$ cat src/rtl/noc_pkg.sv
// Shared NoC router definitions: flit layout, widths, controller states and
// output-port codes used by the input controller and its route decoder.
package noc_pkg;

   localparam int COORD_W     = 2;
   localparam int FLIT_W      = 8;
   localparam int X_DES_LSB   = 0;
   localparam int Y_DES_LSB   = 2;
   localparam int PAYLOAD_LSB = 4;

   typedef enum logic [1:0] {
      IDLE = 2'd0,
      READ = 2'd1,
      LOAD = 2'd2,
      SEND = 2'd3
   } state_t;

   // Codes 6 and 7 are reserved and never produced.
   typedef enum logic [2:0] {
      PORT_NONE  = 3'd0,
      PORT_LOCAL = 3'd1,
      PORT_EAST  = 3'd2,
      PORT_WEST  = 3'd3,
      PORT_NORTH = 3'd4,
      PORT_SOUTH = 3'd5
   } port_t;

endpackage

$ cat src/rtl/input_controller_if.sv
// FIFO-side and crossbar-side signals of one router input port; the
// controller takes the master view, the FIFO/switch environment the slave view.
interface input_controller_if;
   import noc_pkg::*;

   logic [COORD_W-1:0] X_cur;
   logic [COORD_W-1:0] Y_cur;
   logic [FLIT_W-1:0]  Data_in;
   logic               empty;
   logic               read;
   logic [FLIT_W-1:0]  Data_out;
   logic [2:0]         register;

   modport master (
      input  X_cur, Y_cur, Data_in, empty,
      output read, Data_out, register
   );

   modport slave (
      output X_cur, Y_cur, Data_in, empty,
      input  read, Data_out, register
   );

endinterface

$ cat src/rtl/xy_route.sv
// XY dimension-order route decoder: X is resolved first, then Y, with plain
// unsigned compares (mesh edges, no wrap-around).
module xy_route
   import noc_pkg::*;
(
   input  logic [COORD_W-1:0] x_des_i,
   input  logic [COORD_W-1:0] y_des_i,
   input  logic [COORD_W-1:0] x_cur_i,
   input  logic [COORD_W-1:0] y_cur_i,
   output port_t              port_o
);

   always_comb begin
      port_o = PORT_LOCAL;
      if (x_des_i > x_cur_i) begin
         port_o = PORT_EAST;
      end else if (x_des_i < x_cur_i) begin
         port_o = PORT_WEST;
      end else if (y_des_i > y_cur_i) begin
         port_o = PORT_NORTH;
      end else if (y_des_i < y_cur_i) begin
         port_o = PORT_SOUTH;
      end
   end

endmodule

$ cat src/rtl/input_controller.sv
// Router input-port controller: pops one flit per READ/LOAD/SEND pass, routes it
// XY-wise and presents flit plus port code to the switch stage for one cycle.
module input_controller
   import noc_pkg::*;
(
   input  logic                clk,
   input  logic                rst,
   input_controller_if.master  bus
);

   state_t             state_q, state_d;
   logic               read_q, read_d;
   port_t              port_q, port_d;
   logic [FLIT_W-1:0]  data_q, data_d;
   port_t              route_port;

   xy_route u_xy_route (
      .x_des_i (bus.Data_in[X_DES_LSB +: COORD_W]),
      .y_des_i (bus.Data_in[Y_DES_LSB +: COORD_W]),
      .x_cur_i (bus.X_cur),
      .y_cur_i (bus.Y_cur),
      .port_o  (route_port)
   );

   always_ff @(posedge clk or negedge rst) begin
      if (!rst) begin
         state_q <= IDLE;
         read_q  <= 1'b0;
         port_q  <= PORT_NONE;
         data_q  <= '0;
      end else begin
         state_q <= state_d;
         read_q  <= read_d;
         port_q  <= port_d;
         data_q  <= data_d;
      end
   end

   always_comb begin
      state_d = state_q;
      port_d  = PORT_NONE;
      data_d  = data_q;
      case (state_q)
         IDLE: begin
            if (!bus.empty) begin
               state_d = READ;
            end
         end
         // Pop is committed once in READ, so empty is not consulted here.
         READ: begin
            state_d = LOAD;
         end
         LOAD: begin
            state_d = SEND;
            data_d  = bus.Data_in;
            port_d  = route_port;
         end
         SEND: begin
            state_d = bus.empty ? IDLE : READ;
         end
         default: begin
            state_d = IDLE;
         end
      endcase
      // Pop strobe is registered alongside the state so it is high exactly in READ.
      read_d = (state_d == READ);
   end

   assign bus.read     = read_q;
   assign bus.Data_out = data_q;
   assign bus.register = port_q;

endmodule

$ cat src/flat_wrapper.sv
// flat-port wrapper written by rule: the top's interface ports become plain ports
module input_controller_flat import noc_pkg::*;
  (clk, rst, bus_X_cur, bus_Y_cur, bus_Data_in, bus_empty, bus_read, bus_Data_out, bus_register);
  input_controller_if bus_i ();
  input  logic clk;
  input  logic rst;
  input wire logic [$bits(bus_i.X_cur)-1:0] bus_X_cur;
  input wire logic [$bits(bus_i.Y_cur)-1:0] bus_Y_cur;
  input wire logic [$bits(bus_i.Data_in)-1:0] bus_Data_in;
  input wire logic [$bits(bus_i.empty)-1:0] bus_empty;
  output wire logic [$bits(bus_i.read)-1:0] bus_read;
  output wire logic [$bits(bus_i.Data_out)-1:0] bus_Data_out;
  output wire logic [$bits(bus_i.register)-1:0] bus_register;
  assign bus_i.X_cur = bus_X_cur;
  assign bus_i.Y_cur = bus_Y_cur;
  assign bus_i.Data_in = bus_Data_in;
  assign bus_i.empty = bus_empty;
  assign bus_read = bus_i.read;
  assign bus_Data_out = bus_i.Data_out;
  assign bus_register = bus_i.register;
  input_controller u_core (.clk(clk), .rst(rst), .bus(bus_i));
endmodule
$ cat config.mk
export PLATFORM = sky130hd
export DESIGN_NAME = input_controller_flat
export DESIGN_NICKNAME = d
export VERILOG_FILES = /design/src/rtl/noc_pkg.sv /design/src/rtl/input_controller_if.sv /design/src/rtl/xy_route.sv /design/src/rtl/input_controller.sv /design/src/flat_wrapper.sv
export SDC_FILE = /design/constraint.sdc
export NUM_CORES = 1
export LEC_CHECK = 0
export CAP_MARGIN = 20
export CORE_UTILIZATION = 42
export DETAILED_ROUTE_END_ITERATION = 8
export GPL_TIMING_DRIVEN = 0
export HOLD_SLACK_MARGIN = 0.05
export PLACE_DENSITY = 0.77
export SLEW_MARGIN = 20
export SYNTH_ARGS = -nofsm -noshare
export SYNTH_HDL_FRONTEND = slang
export SYNTH_HIERARCHICAL = 1
export SYNTH_SLANG_ARGS = --single-unit
$ cat constraint.sdc
create_clock -name clk -period 1.85 [get_ports clk]
set_input_delay 0.37 -clock clk [delete_from_list [all_inputs] [get_ports clk]]
set_output_delay 0.37 -clock clk [all_outputs]
set_load 0.05 [all_outputs]
# Yosys cells after proc, flatten, opt, wreduce, memory -nomap -nowiden

Cells that the tools add are included.

Register bits: 14
Latch bits: 0
RAM bits: 0
ROM bits: 0
Input bits: 15
Output and inout bits: 12
Word-level logic and storage cells: 21
Memories kept: 0

$add $sub $neg: 0
$mul: 0
Divide/modulo/power cells: 0
Magnitude comparators: 4
Equality and inequality tests: 4
Shift operators: 0
Multiplexer cells: 8
Bitwise gates (word level): 0
Reductions and logical operators: 1

Operators by type and width:

| cell                                                            | count |
|---|---|
| 3-bit two-way mux                                               | 5 |
| 2-bit case mux with 4 select lines                              | 1 |
| 2-bit by 1-bit == test with 1-bit output, second input constant | 2 |
| 2-bit == test, second input constant                            | 2 |
| 2-bit greater-than comparator                                   | 2 |
| 2-bit < comparator                                              | 2 |
| 2-bit zero test                                                 | 1 |
| 2-bit two-way mux                                               | 1 |
| 1-bit two-way mux                                               | 1 |

# Longest topological paths before layout

Gate-level depths: netlist of the first run.

Word-level depth: 6
Depth in mapped cells: 6
Depth with buffers taken out: 6

# Cells and area by module

The synthesis of the first run kept the hierarchy.

Modules (own cells, without submodules):

| module           | instances | cells an instance | area an instance (µm²) |
|---|---|---|---|
| input_controller | 1         | 38                | 566.8 |
| xy_route         | 1         | 17                | 133.9 |

# Worst setup path before layout of the first run

No wires, ideal clock.

Kind: flip-flop to flip-flop
Start: reg u_core.state_q[0]
End: reg u_core.data_q[0] (netlist: u_core/bus.Data_out[0])
Library setup time: 0.125 ns
Arrival: 1.172 ns
Data required time: 1.725 ns
Path slack: 0.554 ns
Cell stages (with the launch flop): 5
Path buffers: 1
Period minus slack after synthesis: 1.296 ns
Cell sequence: dfrtp_1 > inv_1 > ha_1 > buf_2 > mux2_2

Word-level cells in the longest chain between the ends: 1

RTL lines:

| item                   | line                   | text |
|---|---|---|
| start, declared        | input_controller.sv:11 | `state_t state_q, state_d;` |
| start signal, assigned | input_controller.sv:32 | `state_q <= state_d;` |
| 2-bit == test          | input_controller.sv:43 | `case (state_q)` |
| end signal, assigned   | input_controller.sv:35 | `data_q <= data_d;` |
| end, declared          | input_controller.sv:14 | `logic [FLIT_W-1:0] data_q, data_d;` |

No other way between the ends.
A chain may end at the register's enable or synchronous reset.

# Final worst setup path of the first run

Start: reg u_core.data_q[2] (netlist: u_core/bus.Data_out[2])
End: out bus_Data_out[2]

RTL lines:

| item          | line               | text |
|---|---|---|
| end, declared | flat_wrapper.sv:12 | `output wire logic [$bits(bus_i.Data_out)-1:0] bus_Data_out;` |

No word-level cell between the ends.

==> results.sh, run 1 <==
export IMPL_synth_cells=55
export IMPL_ys_top_cells_by_area="dfrtp_1 (50%), mux2_2 (13%), ha_1 (13%)"
export IMPL_timing_hold_violations_final=0
export IMPL_totalWireLength_mm=1.247
export IMPL_tns_ps=0
export IMPL_nNetsFinal=108
export IMPL_drt_met1_wl_microns=559
export IMPL_diodes=0
export IMPL_slew_headroom_pct=58.58
export IMPL_grt_pass1_vias=477
export IMPL_wl_met2_microns=593
export IMPL_grt_overflow_total=0
export IMPL_clockBufferDepth=2
export IMPL_path_cells="clkdlybuf4s50_1"
export IMPL_cp_end_kind="output port"
export IMPL_power_w=0.001775
export IMPL_reg2regPathDepth=4
export IMPL_vias=490
export IMPL_detailroute_wirelength_met3_microns=84
export IMPL_avgSynthCellArea_sq_um=12.74
export IMPL_rrSetupSlack_ps=420
export IMPL_critPathMaxStageDelay_ps=800
export IMPL_drt_initial_drc_count=1
export IMPL_die_area_sq_um=1836
export IMPL_crit_buf_inv=1
export IMPL_fin_crit_ps=1799
export IMPL_synth_top_area_share_pct=50.00
export IMPL_grt_pass1_wl_mm=2.104
export IMPL_crit_family="buffers and inverters"
export IMPL_place_congestion=0.7154
export IMPL_numPortBuffers=26
export IMPL_maxCapViolations=0
export IMPL_drive_above_1_share_pct=22.35
export IMPL_setup_violations=0
export IMPL_antenna_left=0
export IMPL_ys_warnings_count=6
export IMPL_grt_total_usage_pct=16.05
export IMPL_power_density_nw_per_um2=1736
export IMPL_cts_setup_buffers=0
export IMPL_wl_per_cell_microns=12.35
export IMPL_root_buffer="clkbuf_4"
export IMPL_detailedPlace_worstSlack_ps=93.55
export IMPL_start_kind="flop"
export IMPL_clk_latency_ps=270
export IMPL_outcome="completed"
export IMPL_fp_dieH_microns=42.85
export IMPL_dpl_hpwl_microns=983.6
export IMPL_min_path_type="primary input to asynchronous set/reset pin"
export IMPL_slowest_stage="clkdlybuf4s50_1"
export IMPL_crit_type="flop to output port"
export IMPL_clkSinkCount=14
export IMPL_grt_setup_unrepaired="false"
export IMPL_cts_hold_buf=0
export IMPL_yosysTopAreaCell="dfrtp_1"
export IMPL_htree_levels=1
export IMPL_io_pins=27
export IMPL_worstPathArrival_ps=1430
export IMPL_drc_errors=0
export IMPL_cts_buffers=3
export IMPL_row_count=14
export IMPL_ir_drop_v=0.0008841
export IMPL_cts_tree="done"
export IMPL_finalCritPeriodShare_pct=97.26
export IMPL_seq_area_frac_synth_pct=50.00
export IMPL_critPathLaunch="u_core/bus.Data_out[2]"
export IMPL_grt_antenna_before_repair=0
export IMPL_slew_violations=0
export IMPL_synth_nets=77
export IMPL_ys_ff_latch=14
export IMPL_worst_slew_pin_slew_ps=619.4
export IMPL_synth_distinct_cells=20
export IMPL_highest_layer="met4"
export IMPL_critPathMaxFanout=2
export IMPL_synth_area_sq_um=700.7
export IMPL_timing_rr_start="u_core/state_q[0]"
export IMPL_final_common_cell="clkdlybuf4s50_1"
export IMPL_core_area_sq_um=1524
export IMPL_start_util_pct=45.98
export IMPL_grt_max_degree=15
export IMPL_finalClockSkew_ps=9.598
export IMPL_fmax_mhz=555.8
export IMPL_area_delta_synth_final_pct=45.89
export IMPL_r2r_end="u_core/bus.Data_out[4]"
export IMPL_crit_required_ps=1480
export IMPL_clk_pin_slew_ps=90
export IMPL_dr_pass1_iters=2
export IMPL_cts_resized=0
export IMPL_via_per_inst=4.851
export IMPL_fin_ws_ps=50.72
export IMPL_final_cell_mix="clkdlybuf4s50_1 (24), dfrtp_1 (14), mux2_2 (8), inv_1 (7), ha_1 (7)"
export IMPL_cellLeakagePower_nw=0.4846
export IMPL_die_x_microns=42.85
-- how the worst max path moves through the flow --
stage          slack, ps                      to  cells after the start
6_report              50         bus_Data_out[2]                      1
5_1_grt                8         bus_Data_out[2]                      1
4_1_cts               30         bus_Data_out[3]                      1
3_5_place_dp          90  u_core/bus.register[0]                      7
3_3_place_gp         150  u_core/bus.register[0]                      7
2_1_floorplan        550  u_core/bus.Data_out[0]                      4
-- metal layers --
metal	track usage (%)	up-vias
met2	25.45	17
met1	20.56	222
met5	0	-
met3	3.830	2
li1	-	249
met4	7.500	0
-- state kept, by name (all words and copies together), names as in the netlist --
name and count:
u_core/state_q 2, u_core/bus.Data_out 8, u_core/bus.register 3, u_core/bus.read 1
-- report_power, final --
group / leakage, nW / internal, W / switching [W]
Clock: 0.0210 / 0.000119 / 0.0000940
Combinational: 0.292 / 0.000438 / 0.000620
Sequential: 0.172 / 0.000443 / 0.0000604
Total: 0.485 / 0.00100 / 0.000775
-- logic make-up after synthesis --
kind of cell               synth area share (%)
buffers and inverters                     4.464
and+or+nand+nor                           10.00
AOI/OAI and AO/OA                         8.749
DFF                                       50.00
adders and majority gates                 12.50
muxes                                     14.29
-- through the flow --
stage               instance area, sq um  cells  utilization [%]  hold slack (ps)
floorplan                          700.7     55                -            74.41
detailed placement                 980.9     97            64.37            495.1
global placement                   980.9     97            64.37            488.6
finish                              1022    101            67.08            475.1
CTS                                 1017    101            66.75            487.6
global route                        1022    101            67.08            527.6
-- Yosys cell counts --
cell type and n:
mux2i_1 1, inv_1 7, nand3_1 1, mux2_2 8, a2111oi_2 1, a21o_2 1
and2b_4 1, a31oi_2 1, nor3_1 1, o211ai_1 1, and2_1 3, o211ai_2 1
nand4_1 1, or2_2 1, buf_2 1, a21oi_1 1, ha_1 7, nand2b_1 2
and3_1 1, dfrtp_1 14
-- layout make-up --
cell class              count  area, sq um
multi-input cells          33        319.1
fillers                   126        501.7
clock buffers               4        36.28
flip-flops and latches     14        350.3
inverters                   7        26.28
repair buffers             26        265.3
well taps                  16        20.02
plain buffers               1        5.005
(Power assumes the default switching activity.)
==> run 2: changes to the inputs <==
--- a/config.mk
+++ b/config.mk
@@ -10,7 +10,7 @@
 export DETAILED_ROUTE_END_ITERATION = 8
 export GPL_TIMING_DRIVEN = 0
 export HOLD_SLACK_MARGIN = 0.05
-export PLACE_DENSITY = 0.77
+export PLACE_DENSITY = 0.8
 export SLEW_MARGIN = 20
 export SYNTH_ARGS = -nofsm -noshare
 export SYNTH_HDL_FRONTEND = slang
==> run 2 against run 1 <==
  * Largest cell class unchanged
  * Via count rose by 3.5%
  * Critical endpoint is now bus_Data_out[0]
  * Flip-flop and latch count unchanged
  * Non-clock buffer count unchanged
  * Maximum frequency grew 0.29%
  * First-iteration DRC count is 100% lower
  * Sequential share of layout area shrank 0.17 points
  * Die area is the same
  * Routed wire length is 1.5% lower
  * Worst setup slack gained 5.2 ps
  * Hold slack lost 6.1 ps
==> results.sh, run 2 (same netlist as run 1, synthesis figures left out) <==
export IMPL_outcome="completed"
export IMPL_clkSinkCount=14
export IMPL_power_density_nw_per_um2=1739
export IMPL_clk_latency_ps=270
export IMPL_drt_initial_drc_count=0
export IMPL_critPathMaxFanout=2
export IMPL_grt_antenna_before_repair=0
export IMPL_p_comb_share_pct=59.8
export IMPL_clockBufferDepth=2
export IMPL_slew_violations=0
export IMPL_htree_levels=1
export IMPL_power_w=0.001786
export IMPL_grt_setup_unrepaired="false"
export IMPL_antenna_left=0
export IMPL_dpl_hpwl_mm=1.003
export IMPL_finalCritPeriodShare_pct=96.98
export IMPL_diodes=0
export IMPL_cts_buffers=3
export IMPL_die_area_sq_um=1836
export IMPL_fp_dieH_microns=42.85
export IMPL_root_buffer="clkbuf_4"
export IMPL_crit_family="buffers and inverters"
export IMPL_timing_hold_violations_final=0
export IMPL_worst_slew_pin_slew_ps=603.4
export IMPL_setup_violations=0
export IMPL_fmax_mhz=557.4
export IMPL_cp_end_kind="output port"
export IMPL_die_x_microns=42.85
export IMPL_totalWireLength_mm=1.228
export IMPL_multiInputGateArea_sq_um=319.1
export IMPL_pwr_share_clk_pct=12.1
export IMPL_power_switching_w=0.0007862
export IMPL_crit_type="flop to output port"
export IMPL_start_util_pct=45.98
export IMPL_maxCapViolations=0
export IMPL_seqCellArea_sq_um=350.3
export IMPL_cts_setup_buffers=0
export IMPL_place_congestion=0.7414
export IMPL_switching_share_pct=44.02
export IMPL_drive_above_1_share_pct=22.35
export IMPL_grt_total_usage_pct=16.15
export IMPL_grt_overflow_total=0
export IMPL_cts_tree="done"
export IMPL_p_int_w=0.0009998
export IMPL_final_common_cell="clkdlybuf4s50_1"
export IMPL_largest_reg_flops=8
export IMPL_path_cells="clkdlybuf4s50_1"
export IMPL_io_pins=27
export IMPL_cellLeakagePower_nw=0.5029
export IMPL_start_kind="flop"
export IMPL_worstPathArrival_ps=1420
export IMPL_final_cell_mix="clkdlybuf4s50_1 (22), dfrtp_1 (14), mux2_2 (8), inv_1 (7), ha_1 (7)"
export IMPL_slowest_stage="clkdlybuf4s50_1"
export IMPL_slew_headroom_pct=59.65
export IMPL_critPathMaxStageDelay_ps=800
export IMPL_num_fill_cells=113
export IMPL_drc_errors=0
export IMPL_numPortBuffers=26
export IMPL_core_area_sq_um=1524
export IMPL_dr_pass1_iters=1
export IMPL_area_delta_synth_final_pct=46.61
export IMPL_fin_crit_ps=1794
export IMPL_pwr_share_seq_pct=28.1
export IMPL_grt_pass1_vias=489
export IMPL_ir_drop_v=0.001104
export IMPL_grt_pass1_wl_mm=2.132
export IMPL_grt_max_degree=15
export IMPL_min_path_type="primary input to asynchronous set/reset pin"
export IMPL_tns_ps=0
export IMPL_wl_per_cell_microns=12.16
export IMPL_clk_pin_slew_ps=80
export IMPL_finalClockSkew_ps=0.5026
export IMPL_crit_required_ps=1480
export IMPL_row_count=14
export IMPL_crit_buf_inv=1
export IMPL_nNetsFinal=108
export IMPL_vias=507
export IMPL_via_per_inst=5.020
==> run 2: changes by cell type in the layout (fill, tap and decap cells not counted), sizes merged <==
cell | before | now
clkdlybuf4s50 | 24 | 22
dlymetal6s2s | 2 | 4
==> run 2: layer usage <==
layer / vias up / track usage (%) / wire length (microns) / share of wire [%]
li1: 250 / - / - / -
met4: 0 / 1.875 / 0 / 0
met3: 0 / 7.660 / 109 / 8.9
met5: - / 0 / 0 / 0
met1: 236 / 17.21 / 510 / 42
met2: 21 / 29.39 / 608 / 50
==> run 2: final cells by class <==
type / instances / share of cell area, %
Timing Repair Buffer: 26 / 26.31
Inverter: 7 / 2.558
Sequential cell: 14 / 34.10
Tap cell: 16 / 1.949
Buffer: 1 / 0.4872
Multi-Input combinational cell: 33 / 31.06
Clock buffer: 4 / 3.532
==> run 2: worst paths after layout <==
check | startpoint | to | slack [ps] | depth (start not counted)
setup / recovery | u_core/bus.Data_out[0] | bus_Data_out[0] | 60 | 1
hold / removal | rst | u_core/bus.register[0] | 470 | 1
setup reg to reg | u_core/state_q[0] | u_core/bus.Data_out[6] | 420 | 4
hold reg to reg | u_core/bus.Data_out[3] | u_core/bus.Data_out[3] | 500 | 1
max in group asynchronous | rst | u_core/state_q[1] | 990 | 1
min in group clk | u_core/bus.Data_out[3] | u_core/bus.Data_out[3] | 500 | 1
==> run 2: power by group through the flow <==
stage	logic, W	clock network (W)	registers [W]
after global placement	0.00106	0	0.000509
after CTS	0.00108	0.000224	0.000506
final	0.00107	0.000215	0.000502
after floorplan	0.000346	0	0.000916
after detailed placement	0.00108	0	0.000513
after global routing	0.00114	0.000244	0.000521
==> run 2: metrics by stage <==
stage	setup WS (ps)	util, %	area [sq um]	instances	hold WS, ps
2_1_floorplan	553.6	-	700.7	55	74.41
3_3_place_gp	160.7	64.37	980.9	97	487.7
3_5_place_dp	88.82	64.37	980.9	97	495.1
4_1_cts	34.46	66.75	1017	101	490.6
5_1_grt	2.245	67.41	1027	101	512.4
6_report	55.90	67.41	1027	101	469.0
==> run 2: repair_timing <==
item / 4_1_cts / 5_1_grt
setup endpoints to repair: 0 / 4
gates resized for setup: 0 / 4
hold buffers: 0 / 0
